### src/rtl/uart_receiver.sv
// UART receiver: 2-flop synchronised rx line, oversampled start-bit
// validation, mid-bit data sampling, stop-bit checking and break handling.
// rx_valid and frame_error are registered single-cycle pulses.
module uart_receiver #(
    parameter int unsigned DATA_BITS  = 8,
    parameter int unsigned OVERSAMPLE = 16
) (
    input  logic                 sys_clk,
    input  logic                 reset,
    input  logic                 baud_tick,
    input  logic                 rx,
    output logic [DATA_BITS-1:0] rx_data,
    output logic                 rx_valid,
    output logic                 frame_error,
    output logic                 busy
);

    localparam int unsigned TickW = (OVERSAMPLE > 1) ? $clog2(OVERSAMPLE) : 1;
    localparam int unsigned BitW  = (DATA_BITS > 1) ? $clog2(DATA_BITS) : 1;

    // Start bit is confirmed half a bit after the falling edge; later samples
    // land one full bit apart, i.e. in the middle of each bit cell.
    localparam logic [TickW-1:0] TickMid  = TickW'(OVERSAMPLE / 2 - 1);
    localparam logic [TickW-1:0] TickLast = TickW'(OVERSAMPLE - 1);
    localparam logic [BitW-1:0]  BitLast  = BitW'(DATA_BITS - 1);

    typedef enum logic [2:0] {
        StIdle,
        StStart,
        StData,
        StStop,
        StBreak
    } state_e;

    state_e               state_q, state_d;
    logic [TickW-1:0]     tick_cnt_q, tick_cnt_d;
    logic [BitW-1:0]      bit_cnt_q, bit_cnt_d;
    logic [DATA_BITS-1:0] shift_q, shift_d;
    logic [DATA_BITS-1:0] rx_data_q, rx_data_d;
    logic                 rx_valid_q, rx_valid_d;
    logic                 frame_error_q, frame_error_d;
    logic                 rx_meta_q, rx_sync_q;

    // Two-flop synchroniser; resets to the idle-high line level.
    always_ff @(posedge sys_clk) begin
        if (reset) begin
            rx_meta_q <= 1'b1;
            rx_sync_q <= 1'b1;
        end else begin
            rx_meta_q <= rx;
            rx_sync_q <= rx_meta_q;
        end
    end

    // State, counters, data and pulse registers.
    always_ff @(posedge sys_clk) begin
        if (reset) begin
            state_q       <= StIdle;
            tick_cnt_q    <= '0;
            bit_cnt_q     <= '0;
            shift_q       <= '0;
            rx_data_q     <= '0;
            rx_valid_q    <= 1'b0;
            frame_error_q <= 1'b0;
        end else begin
            state_q       <= state_d;
            tick_cnt_q    <= tick_cnt_d;
            bit_cnt_q     <= bit_cnt_d;
            shift_q       <= shift_d;
            rx_data_q     <= rx_data_d;
            rx_valid_q    <= rx_valid_d;
            frame_error_q <= frame_error_d;
        end
    end

    // Next-state logic; nothing but the pulses moves on cycles without a tick.
    always_comb begin
        state_d       = state_q;
        tick_cnt_d    = tick_cnt_q;
        bit_cnt_d     = bit_cnt_q;
        shift_d       = shift_q;
        rx_data_d     = rx_data_q;
        rx_valid_d    = 1'b0;
        frame_error_d = 1'b0;

        if (baud_tick) begin
            case (state_q)
                StIdle: begin
                    if (!rx_sync_q) begin
                        state_d    = StStart;
                        tick_cnt_d = '0;
                        bit_cnt_d  = '0;
                    end
                end

                StStart: begin
                    if (tick_cnt_q == TickMid) begin
                        tick_cnt_d = '0;
                        bit_cnt_d  = '0;
                        // A high line at mid start bit was only a glitch.
                        state_d    = rx_sync_q ? StIdle : StData;
                    end else begin
                        tick_cnt_d = tick_cnt_q + 1'b1;
                    end
                end

                StData: begin
                    if (tick_cnt_q == TickLast) begin
                        tick_cnt_d         = '0;
                        shift_d[bit_cnt_q] = rx_sync_q;
                        if (bit_cnt_q == BitLast) begin
                            bit_cnt_d = '0;
                            state_d   = StStop;
                        end else begin
                            bit_cnt_d = bit_cnt_q + 1'b1;
                        end
                    end else begin
                        tick_cnt_d = tick_cnt_q + 1'b1;
                    end
                end

                StStop: begin
                    if (tick_cnt_q == TickLast) begin
                        tick_cnt_d = '0;
                        if (rx_sync_q) begin
                            rx_data_d  = shift_q;
                            rx_valid_d = 1'b1;
                            state_d    = StIdle;
                        end else begin
                            frame_error_d = 1'b1;
                            state_d       = StBreak;
                        end
                    end else begin
                        tick_cnt_d = tick_cnt_q + 1'b1;
                    end
                end

                StBreak: begin
                    // Wait for the line to recover so a held-low line cannot
                    // be mistaken for a new start bit.
                    if (rx_sync_q) begin
                        state_d = StIdle;
                    end
                end

                default: begin
                    state_d    = StIdle;
                    tick_cnt_d = '0;
                    bit_cnt_d  = '0;
                end
            endcase
        end
    end

    // Outputs come straight from registers.
    always_comb begin
        rx_data     = rx_data_q;
        rx_valid    = rx_valid_q;
        frame_error = frame_error_q;
        busy        = (state_q != StIdle);
    end

endmodule

### config.mk
export PLATFORM = sky130hd
export DESIGN_NAME = uart_receiver
export DESIGN_NICKNAME = d
export VERILOG_FILES = /design/src/rtl/uart_receiver.sv
export SDC_FILE = /design/constraint.sdc
export NUM_CORES = 1
export LEC_CHECK = 0
export ABC_AREA = 1
export BUFFER_PORTS_ARGS = -buffer_cell sky130_fd_sc_hd__buf_2
export CORE_ASPECT_RATIO = 0.7
export CORE_MARGIN = 2
export CORE_UTILIZATION = 57
export DETAILED_ROUTE_END_ITERATION = 10
export PLACE_DENSITY = 0.79
export SLEW_MARGIN = 20
export SYNTH_ARGS = -nofsm -noshare
export SYNTH_HDL_FRONTEND = slang
export SYNTH_SLANG_ARGS = --single-unit
### constraint.sdc
create_clock -name sys_clk -period 1.9 [get_ports sys_clk]
set_clock_uncertainty 0.1 [all_clocks]
set_input_delay 0.19 -clock sys_clk [delete_from_list [all_inputs] [get_ports sys_clk]]
set_output_delay 0.19 -clock sys_clk [all_outputs]
set_load 0.02 [all_outputs]
# Word-level counts from Yosys, hierarchy flattened

Index checks and enable logic that the tools add are counted.

Flip-flop bits (word level): 30
Input port bits: 4
Output and inout bits: 11
Word-level logic and storage cells: 65

$add $sub $neg: 2
Magnitude comparators: 2
Eq/ne operators: 13
Multiplexer cells: 23
Bitwise operators: 5
Reduce and logical (&&, ||, !) cells: 11

Operators with widths:

| operator                                                   | number |
|---|---|
| 2-to-1 mux 3 bit                                           | 11 |
| case mux 4 bit (4 select lines)                            | 1 |
| case mux 3 bit (5 select lines)                            | 1 |
| 2-to-1 mux 4 bit                                           | 3 |
| inequality test 2 bit, second input constant               | 6 |
| case mux 3 bit (4 select lines)                            | 1 |
| bitwise mux 8 bit                                          | 1 |
| AND reduction 7 bit                                        | 1 |
| equality test 3 x 2 -> 1 bit, second input constant        | 2 |
| equality test 3 bit, second input constant                 | 2 |
| AND reduction 3 bit                                        | 2 |
| NOT 1 bit                                                  | 5 |
| AND reduction 5 bit                                        | 1 |
| adder 4 x 1 -> 4 bit, second input constant                | 1 |
| equality test 4 x 3 -> 1 bit, second input constant        | 1 |
| equality test 4 bit, second input constant                 | 1 |
| less-than comparator 3 x 4 -> 1 bit, second input constant | 1 |
| AND reduction 4 bit                                        | 1 |
| OR reduction 2 bit                                         | 2 |
| OR reduction 4 bit                                         | 1 |
| adder 3 x 1 -> 3 bit, second input constant                | 1 |
| demux 1 bit (select 3 bit)                                 | 1 |
| equality test 3 x 1 -> 1 bit, second input constant        | 1 |
| >= comparator 3 x 1 -> 1 bit, second input constant        | 1 |
| 5 further kinds                                            | 7 |

# Longest topological paths before layout

Gate-level depths: netlist (run 1).

Depth after elaboration: 5
Gate-level depth with buffers: 10
Mapped depth without buffers: 10

# Worst setup path after synthesis (run 1)

No wires, ideal clock.

Path kind: register to register
Start: reg tick_cnt_q[0]
End: reg bit_cnt_q[1]
Library setup time: 0.113 ns
Arrival time: 1.246 ns
Required time: 1.687 ns
Setup slack: 0.441 ns
Cell stages (with the launch flop): 9
Buffers on the path: 0
Period minus slack after synthesis: 1.459 ns
Cell sequence: dfxtp_1 ha_1 nand2_1 o21ai_1 nand2_1 nor2_2 nand2_1 nand2_1 nor2_1

Cells in the longest elaborated chain, start to end: 3
Elaborated cells on any way between the ends: 5
Classes of those cells: 4 x eq/ne; 1 x reduce/logical

RTL lines:

| what                                                                | RTL line | RTL |
|---|---|---|
| start, declared                                                     | 36       | `logic [TickW-1:0] tick_cnt_q, tick_cnt_d;` |
| start signal, assigned                                              | 67       | `tick_cnt_q <= tick_cnt_d;` |
| equality test 4 bit or equality test 4 x 3 -> 1 bit (tied branches) | 108, 97  |  |
| inequality test 2 bit (no source line)                              | -        |  |
| AND reduction 5 bit (no source line) *                              | -        |  |
| end signal, assigned                                                | 68       | `bit_cnt_q <= bit_cnt_d;` |
| end, declared                                                       | 37       | `logic [BitW-1:0] bit_cnt_q, bit_cnt_d;` |

Mark *: on every way between the ends. The rest lies on a longest branch, timed or not.
A chain may end at the register's enable or synchronous reset.

# Worst setup path in the final report (run 1)

Start: reg tick_cnt_q[0]
End: reg rx_data_q[2], in the netlist rx_data[2]

Cells in the longest elaborated chain, start to end: 2

RTL lines:

| what                                 | RTL line | RTL |
|---|---|---|
| equality test 4 bit                  | 123      | `if (tick_cnt_q == TickLast) begin` |
| AND reduction 4 bit (no source line) | -        |  |
| end signal, assigned                 | 70       | `rx_data_q <= rx_data_d;` |
| end, declared                        | 39       | `logic [DATA_BITS-1:0] rx_data_q, rx_data_d;` |

No other way between the ends.

==> summary.md, run 1 <==
| Metric | Value |
|---|---|
| Hold Vio Cnt, Final | 0 |
| Buffers on Ports | 14 |
| CTS Buf Count | 5 |
| Detailed-route via count | 1374 |
| Worst-Margin Slew | 0.6016 ns |
| VDD IR max | 0.7078 mV |
| Largest net degree at the start of global routing | 22 |
| Antenna violations before repair | 0 |
| Remaining antenna violation count | 0 |
| Largest area contributor in the netlist | dfxtp_1 |
| Hold Crit Endpoint | shift_q[4]$_SDFFE_PP0P_ |
| Total negative slack | 0 ns |
| Routability cong. | 0.8664 |
| Post-cts resize count | 0 |
| H-tree Lvls | 2 |
| Synth top area cells | dfxtp_1 42%, nor2_1 12%, nand2_1 12% |
| Reg2reg path depth | 6 |
| Vias in the first global route | 1061 |
| Slew headroom | 59.85% |
| Dpl cell area | 1524 sq um |
| N_diodes | 0 |
| Yosys top cell area share | 41.92% |
| Gr ovfl total | 0 |
| DP Wirelength | 2.083 mm |
| Crit-path max FO | 5 |
| Synthesized instance count | 207 |
| Vias per inst | 5.264 |
| Pins over their slew limit | 0 |
| Post-Synthesis Net Count | 214 |
| Root Driver | clkbuf_4 |
| DRT Pass-1 Iters | 4 |
| Fill cell count | 202 |
| Outcome | finished clean |
| Hold path depth | 2 |
| Clock sinks | 30 |
| Flops & latches, synth | 30 |
| WS Path Type | reg2reg |
| First-pass GRT wire length | 4.726 mm |
| Row count | 15 |
| Die X-Extent | 63.92 microns |
| # DRC | 0 |
| Worst-skew pair later-pin latency | 0.34 ns |
| Setup violators final | 0 |
| # IOs | 15 |
| WL final | 3.022 mm |
| Core area | 2421 sq um |
| Final nets | 233 |
| Multi-input logic area | 743.2 sq um |
| Hold Crit Start | reset |
| Die Y-Extent | 45.95 microns |
| Initial Utilization | 59.17% |
| Finished Layout Cells | 261 |
| CTS max path bufs | 2 |
| Area grow syn2layout | 12.31% |
| RSZ-0062 raised after global routing | no |
| Min-Delay Path Class | in2reg |
| Synthesized cell area | 1433 sq um |
| Worst r2r src | tick_cnt_q[0]$_SDFFE_PP0P_ |
| Final core occ | 66.46% |
| Cells after DPL | 250 |
| Layout cells sized above 1 | 15.86% |
| Sequential element share of the synthesized area | 41.92% |
| Max-Cap Viols | 0 |
| Fin crit period | 1.704 ns |
| Syn Area/Cell | 6.921 sq um |
| PD cells | 999.4 nW/um^2 |
| Ys Warns | 0 |
| WL per Instance | 11.58 microns |
| Startpoint types | flip-flop |
| Worst reg2reg setup slack | 0.20 ns |
| Register area | 600.6 sq um |
| Clock-pin slew on the worst setup and hold paths | 0.09 ns |
| Die footprint | 2937 sq um |
| Highest clock rate | 586.9 MHz |
| Unique masters post-synth | 23 |
| Worst r2r dst | rx_data[2]$_SDFFE_PP0P_ |
| Static leakage | 0.0007881 uW |
| Period utilisation layout | 89.67% |
| Total global-route track usage | 21.77% |
| Finished Cell Area | 1609 sq um |
| CP required | 2.08 ns |
| Hold slack | 0.03987 ns |
| Nature of the critical path endpoint | flip-flop |
| CTS tree | built |
| WP data arrival | 1.88 ns |
| Drt initial violations | 75 |
-- placed cells by master, fill, tap and decap left out, drive strengths merged --
cell          n
clkinv        1
ha            3
nand3        13
o21a          1
o21bai        5
nor3          7
nand4         4
buf          16
clkbuf        7
o21ai        13
or2           2
nand2        48
dfxtp        30
dlygate4sd3   1
nor3b         1
nor2         49
a21oi         8
inv          18
-- power by group --
group          internal [uW]  switching (uW)
Sequential               675            81.4
Clock                    179             223
Combinational            141             309
-- critical path: stages (launching register included) --
cell     delay [ns]
dfxtp_1        0.40
ha_1           0.27
nand4_4        0.17
nor3_4         0.33
buf_4          0.18
o21ai_0        0.08
nor2_1         0.11
-- what timing repair did --
item,CTS,global route
setup buffers,0,2
endpoints found under the setup margin,0,1
hold endpoints to repair,1,0
hold buffers,1,0
-- area by class of cell --
cell class | instances | share of cell area, %
inverter | 18 | 4.199
sequential | 30 | 37.33
tap | 34 | 2.644
clock buffer | 7 | 3.421
clock inverter | 1 | 0.3110
timing repair buffer | 17 | 5.910
multi-input combinational | 154 | 46.19
-- cell families after synthesis --
| logic type | share of synthesized area [%] |
|---|---|
| AOI/OAI and AO/OA | 10.48 |
| buffers and inverters | 6.201 |
| DFF | 41.92 |
| and+or+nand+nor | 38.78 |
| adders and majority gates | 2.620 |
-- worst max-delay path by stage --
stage | startpoint | endpoint | slack (ns) | cells past startpoint
floorplan | tick_cnt_q[0]$_SDFFE_PP0P_ | bit_cnt_q[1]$_SDFFE_PP0P_ | 0.44 | 8
global placement | rx_sync_q$_SDFF_PP1_ | rx_data[0]$_SDFFE_PP0P_ | 0.21 | 5
detailed placement | rx_sync_q$_SDFF_PP1_ | rx_data[7]$_SDFFE_PP0P_ | 0.22 | 5
CTS | rx_sync_q$_SDFF_PP1_ | rx_data[5]$_SDFFE_PP0P_ | 0.19 | 5
global route | tick_cnt_q[0]$_SDFFE_PP0P_ | rx_data[0]$_SDFFE_PP0P_ | 0.004 | 6
finish | tick_cnt_q[0]$_SDFFE_PP0P_ | rx_data[2]$_SDFFE_PP0P_ | 0.20 | 6
-- cell usage after synthesis --
cell / instances
nor3b_1: 1
nor3_4: 1
o21ai_1: 1
o21ai_0: 12
nor3_1: 6
a21oi_1: 8
dfxtp_1: 30
o21bai_1: 5
nand3_1: 13
nand4_1: 3
inv_1: 15
or2_2: 2
nand2_1: 45
o21a_1: 1
buf_2: 2
ha_1: 3
nor2_1: 46
nand2_2: 3
nor2_2: 2
clkbuf_1: 3
inv_2: 3
nand4_4: 1
nor2_4: 1
-- sequential cells by signal (all words and copies together), names as in the netlist --
| signal | flops |
|---|---|
| frame_error | 1 |
| state_q | 3 |
| tick_cnt_q | 4 |
| rx_data | 8 |
| rx_sync_q | 1 |
| shift_q | 8 |
| bit_cnt_q | 3 |
| rx_meta_q | 1 |
| rx_valid | 1 |
-- routing by layer --
| layer | up-vias | share of wire (%) | track usage (%) |
|---|---|---|---|
| met2 | 71 | 39 | 31.25 |
| li1 | 705 | - | - |
| met1 | 583 | 47 | 29.20 |
| met4 | 0 | 3.2 | 13.04 |
| met3 | 15 | 11 | 6.436 |
| met5 | - | 0 | 0 |
-- metrics by stage --
step                power [uW]  setup slack, ns
CTS                       1608           0.1856
global route              1705         0.003537
detailed placement        1206           0.2168
finish                    1608           0.1962
global placement          1193           0.2104
floorplan                 1109           0.4412
Note: power is estimated with default switching activity, not from simulation.
==> run 2: changes to the inputs <==
Settings changed: CORE_ASPECT_RATIO 0.7 to default, CTS_BUF_LIST from default to sky130_fd_sc_hd__clkbuf_16.
==> run 2 against run 1 <==
Net effect: the run now ends with negative hold slack left; final area up 3.3%; first-iteration DRC count shrank 52%; clock power rose by 85%; sequential power is essentially flat; largest power group unchanged.
==> summary.md, run 2 (synthesis gave the netlist of run 1 again) <==
| Metric | Value |
|---|---|
| Highest clock rate | 590.5 MHz |
| Core area | 2432 sq um |
| Pins over their slew limit | 0 |
| CP max-delay cell | dfxtp_1 |
| Vias per inst | 5.213 |
| Largest net degree at the start of global routing | 22 |
| Post-CTS Setup Inserts | 0 |
| Remaining antenna violation count | 0 |
| Worst r2r src | tick_cnt_q[0]$_SDFFE_PP0P_ |
| H-tree Lvls | 2 |
| Post-cts resize count | 0 |
| PD cells | 1175 nW/um^2 |
| CTS Hold Bufs | 0 |
| Reg2reg path depth | 6 |
| Final core occ | 68.31% |
| Row count | 18 |
| Vias in the first global route | 1190 |
| Nature of the critical path endpoint | flip-flop |
| Routability cong. | 0.8438 |
| Worst reg2reg setup slack | 0.21 ns |
| Worst path bufs/invs | 1 |
| CTS Buf Count | 5 |
| Total global-route track usage | 24.12% |
| Register area | 600.6 sq um |
| Slew headroom | 62.11% |
| Initial Utilization | 58.90% |
| WP data arrival | 1.76 ns |
| Die footprint | 2931 sq um |
| WL per Instance | 12.04 microns |
| VDD IR max | 1.055 mV |
| Critical Path, Cell by Cell | ha_1, nand4_4, nor3_4, inv_2, nor2_1, nor2_1 |
| Outcome | finished, violations left |
| # IOs | 15 |
| Layout cells sized above 1 | 15.63% |
| Hold slack | -0.001666 ns |
| # DRC | 0 |
| Antenna violations before repair | 0 |
| CP required | 1.96 ns |
| Delay-heaviest family, CP | simple AND/OR/NAND/NOR gates |
| Hold Vio Cnt, Final | 1 |
| Dpl cell area | 1526 sq um |
| First-pass GRT wire length | 4.878 mm |
| Max-Cap Viols | 0 |
| Worst setup margin | 0.2066 ns |
| Buffers on Ports | 14 |
| Detailed-route via count | 1324 |
| CP most frequent cell | nor2_1 |
| Hold Crit Endpoint | rx_meta_q$_SDFF_PP1_ |
| Min-Delay Path Class | in2reg |
| Commonest non-fill, non-tap cell in the layout | nor2_1 |
| Gr ovfl total | 0 |
| Failing checks | negative hold slack |
| Delay of the slowest critical-path stage | 0.39 ns |
| Total negative slack | 0 ns |
| WS Path Type | reg2reg |
| Multi-input logic area | 743.2 sq um |
| Hold Crit Start | rx |
| WP depth | 6 |
| Static leakage | 0.0008092 uW |
| Root Driver | clkbuf_16 |
| Fill cell count | 211 |
| Die Y-Extent | 54.14 microns |
| Fin crit period | 1.693 ns |
| CTS tree | built |
| Finished Cell Area | 1662 sq um |
| Clock-pin slew on the worst setup and hold paths | 0.05 ns |
| N_diodes | 0 |
| RSZ-0062 raised after global routing | no |
| Most frequent cells in the layout | 46 x nor2_1, 45 x nand2_1, 30 x dfxtp_1 |
| Drt initial violations | 36 |
| Clock sinks | 30 |
| Crit-path max FO | 9 |
| Period utilisation layout | 89.12% |
| Place WS | 0.2028 ns |
| Final nets | 231 |
| DP Wirelength | 2.235 mm |
| Worst r2r dst | rx_data[7]$_SDFFE_PP0P_ |
| Area grow syn2layout | 15.98% |
| Setup violators final | 0 |
| DRT Pass-1 Iters | 4 |
| Die X-Extent | 54.14 microns |
| Worst-Margin Slew | 0.5677 ns |
| Startpoint types | flip-flop |
| CTS max path bufs | 2 |
| Hold path depth | 2 |
| WL final | 3.057 mm |
| Worst-skew pair later-pin latency | 0.28 ns |
[run 2: metrics by stage]
step                instances  hold WS (ns)  power, uW
CTS                       254    0.00009823       1958
global route              254      0.004864       2065
finish                    254     -0.001666       1952
floorplan                 207        0.1938       1109
detailed placement        247        0.2859       1214
global placement          247        0.2723       1198
[run 2: worst max path at each step]
stage | from | slack, ns | end
global placement | rx_sync_q$_SDFF_PP1_ | 0.25 | rx_data[0]$_SDFFE_PP0P_
floorplan | tick_cnt_q[0]$_SDFFE_PP0P_ | 0.44 | bit_cnt_q[1]$_SDFFE_PP0P_
CTS | tick_cnt_q[0]$_SDFFE_PP0P_ | 0.19 | rx_data[7]$_SDFFE_PP0P_
detailed placement | tick_cnt_q[0]$_SDFFE_PP0P_ | 0.20 | rx_data[7]$_SDFFE_PP0P_
global route | tick_cnt_q[0]$_SDFFE_PP0P_ | 0.03 | rx_data[0]$_SDFFE_PP0P_
finish | tick_cnt_q[0]$_SDFFE_PP0P_ | 0.21 | rx_data[7]$_SDFFE_PP0P_
[run 2: layout make-up]
| cell class | instances | area share, % |
|---|---|---|
| multi-input cells | 154 | 44.73 |
| flip-flops and latches | 30 | 36.14 |
| clock buffers | 5 | 7.530 |
| repair buffers | 15 | 4.669 |
| inverters | 18 | 4.066 |
| well taps | 30 | 2.259 |
| clock inverters | 2 | 0.6024 |
[run 2: power breakdown]
group          internal, uW  leakage, uW  total, uW  switching, uW
clock                   471    0.0000694        744            273
sequential              677     0.000243        753           75.4
combinational           147     0.000497        455            308
total                  1300     0.000809       1950            656
[run 2: layer usage]
| layer | global-route usage, % | wire (microns) | vias to the layer above |
|---|---|---|---|
| met4 | 17.50 | 96 | 0 |
| met3 | 6.111 | 143 | 8 |
| met5 | 0 | 0 | - |
| li1 | - | - | 695 |
| met1 | 24.70 | 1251 | 586 |
| met2 | 41.97 | 1566 | 35 |
==> run 3: changes to the inputs <==
Settings changed: CELL_PAD_IN_SITES_DETAIL_PLACEMENT from default to 0, CELL_PAD_IN_SITES_GLOBAL_PLACEMENT from default to 1, CORE_UTILIZATION 57 to 41, PLACE_DENSITY 0.79 to 0.78.
==> run 3 against run 2 <==
Net effect: the run now ends clean; clock-buffer cell count unchanged; highest routed layer unchanged; final area grew 5.6%; sequential cell count stayed put; combinational power is essentially flat.
==> summary.md, run 3 (synthesis gave the netlist of run 1 again) <==
| Metric | Value |
|---|---|
| WP data arrival | 1.73 ns |
| Met2 Usage GRT | 30.59% |
| Fin crit period | 1.667 ns |
| Crit-path max FO | 9 |
| Dpl cell area | 1554 sq um |
| Worst-skew pair later-pin latency | 0.27 ns |
| DRT Pass-1 Iters | 4 |
| CP required | 1.96 ns |
| Detailed-route via count | 1323 |
| Antenna violations before repair | 0 |
| Cells after DPL | 264 |
| Final nets | 233 |
| Routability cong. | 0.8656 |
| Clock sinks | 30 |
| Initial Utilization | 42.93% |
| Worst-Margin Slew | 0.5735 ns |
| Period utilisation layout | 87.76% |
| N_diodes | 0 |
| Final core occ | 52.61% |
| CP max-delay cell | dfxtp_1 |
| Outcome | finished clean |
| Finished Cell Area | 1755 sq um |
| Most frequent cells in the layout | 46 x nor2_1, 45 x nand2_1, 30 x dfxtp_1 |
| Reg2reg path depth | 6 |
| Hold path depth | 2 |
| Static leakage | 0.0008366 uW |
| Total global-route track usage | 17.90% |
| Buffers on Ports | 14 |
| Met3 Use GR | 5.357% |
| # IOs | 15 |
| WL per Instance | 11.40 microns |
| H-tree Lvls | 2 |
| First-pass GRT wire length | 5.499 mm |
| CTS Buf Count | 5 |
| Min-Delay Path Class | in2reg |
| Commonest non-fill, non-tap cell in the layout | nor2_1 |
| Critical Path, Cell by Cell | ha_2, nand4_4, nor3_4, inv_2, nor2_1, nor2_1 |
| CTS tree | built |
| Die Y-Extent | 63.11 microns |
| Pins over their slew limit | 0 |
| Drt initial violations | 68 |
| Tot Pwr | 2235 uW |
| Die X-Extent | 63.11 microns |
| Hold Vio Cnt, Final | 0 |
| GR peak layer | met2 |
| Delay of the slowest critical-path stage | 0.39 ns |
| Setup violators final | 0 |
| Startpoint types | flip-flop |
| Layout cells sized above 1 | 16.30% |
| Max-Cap Viols | 0 |
| CTS max path bufs | 2 |
| RSZ-0062 raised after global routing | no |
| # DRC | 0 |
| Row count | 21 |
| Total negative slack | 0 ns |
| Largest net degree at the start of global routing | 22 |
| GR Layer Usage met1 | 20.16% |
| Vias per inst | 4.846 |
| Highest clock rate | 599.7 MHz |
| Vias in the first global route | 1237 |
| WL final | 3.113 mm |
| Area grow syn2layout | 22.53% |
| Finished Layout Cells | 273 |
| VDD IR max | 0.6583 mV |
| Nature of the critical path endpoint | flip-flop |
| Fill cell count | 342 |
| Gr ovfl total | 0 |
| Slew headroom | 61.73% |
| Remaining antenna violation count | 0 |
| Root Driver | clkbuf_16 |
| Clock-pin slew on the worst setup and hold paths | 0.05 ns |
| CP most frequent cell | nor2_1 |
| Die footprint | 3983 sq um |
| Core area | 3337 sq um |
| WS Path Type | reg2reg |
| PD cells | 1273 nW/um^2 |
| DP Wirelength | 2.270 mm |
-- run 3: metal layers --
layer  part of all wire (%)  wire length, microns
met5                      0                     0
met4                    1.8                    57
met3                    2.7                    83
met2                     52                  1607
met1                     44                  1364
-- run 3: layout make-up --
type,count,area (sq um),share of cell area (%)
clock buffers,5,125.1,7.128
well taps,46,57.56,3.279
clock inverters,3,63.81,3.635
flip-flops and latches,30,600.6,34.21
inverters,18,67.56,3.849
multi-input cells,154,745.7,42.48
repair buffers,17,95.09,5.417
-- run 3: worst paths after layout --
| path | start | endpoint | slack [ns] |
|---|---|---|---|
| min reg2reg | rx_meta_q$_SDFF_PP1_ | rx_sync_q$_SDFF_PP1_ | 0.32 |
| max | tick_cnt_q[0]$_SDFFE_PP0P_ | rx_data[1]$_SDFFE_PP0P_ | 0.23 |
| min | reset | shift_q[4]$_SDFFE_PP0P_ | 0.13 |
| max reg2reg | tick_cnt_q[0]$_SDFFE_PP0P_ | rx_data[1]$_SDFFE_PP0P_ | 0.23 |
-- run 3: timing repair --
item	4_1_cts	5_1_grt
gates resized for setup	0	1
hold endpoints to repair	0	1
hold buffers	0	1
setup endpoints to repair	0	1
buffers inserted	0	0
-- run 3: per-stage QoR --
stage | hold WS (ns) | worst slack [ns]
after floorplan | 0.1938 | 0.4412
after global placement | 0.2844 | 0.2494
after detailed placement | 0.2897 | 0.1738
after CTS | 0.006796 | 0.1824
after global routing | 0.1385 | 0.04758
final | 0.1252 | 0.2325
-- run 3: critical path, delay by kind of cell, from the launching register on --
kind,cells,cell delay (ns)
flops,1,0.39
buf+inv,1,0.14
fa+ha+maj,1,0.26
simple gates,4,0.67
-- run 3: report_power, final --
group / leakage, uW / internal [uW] / total, uW / switching (uW)
Sequential: 0.000243 / 677 / 752 / 75.7
Clock: 0.0000915 / 746 / 1030 / 280
Combinational: 0.000502 / 148 / 457 / 309
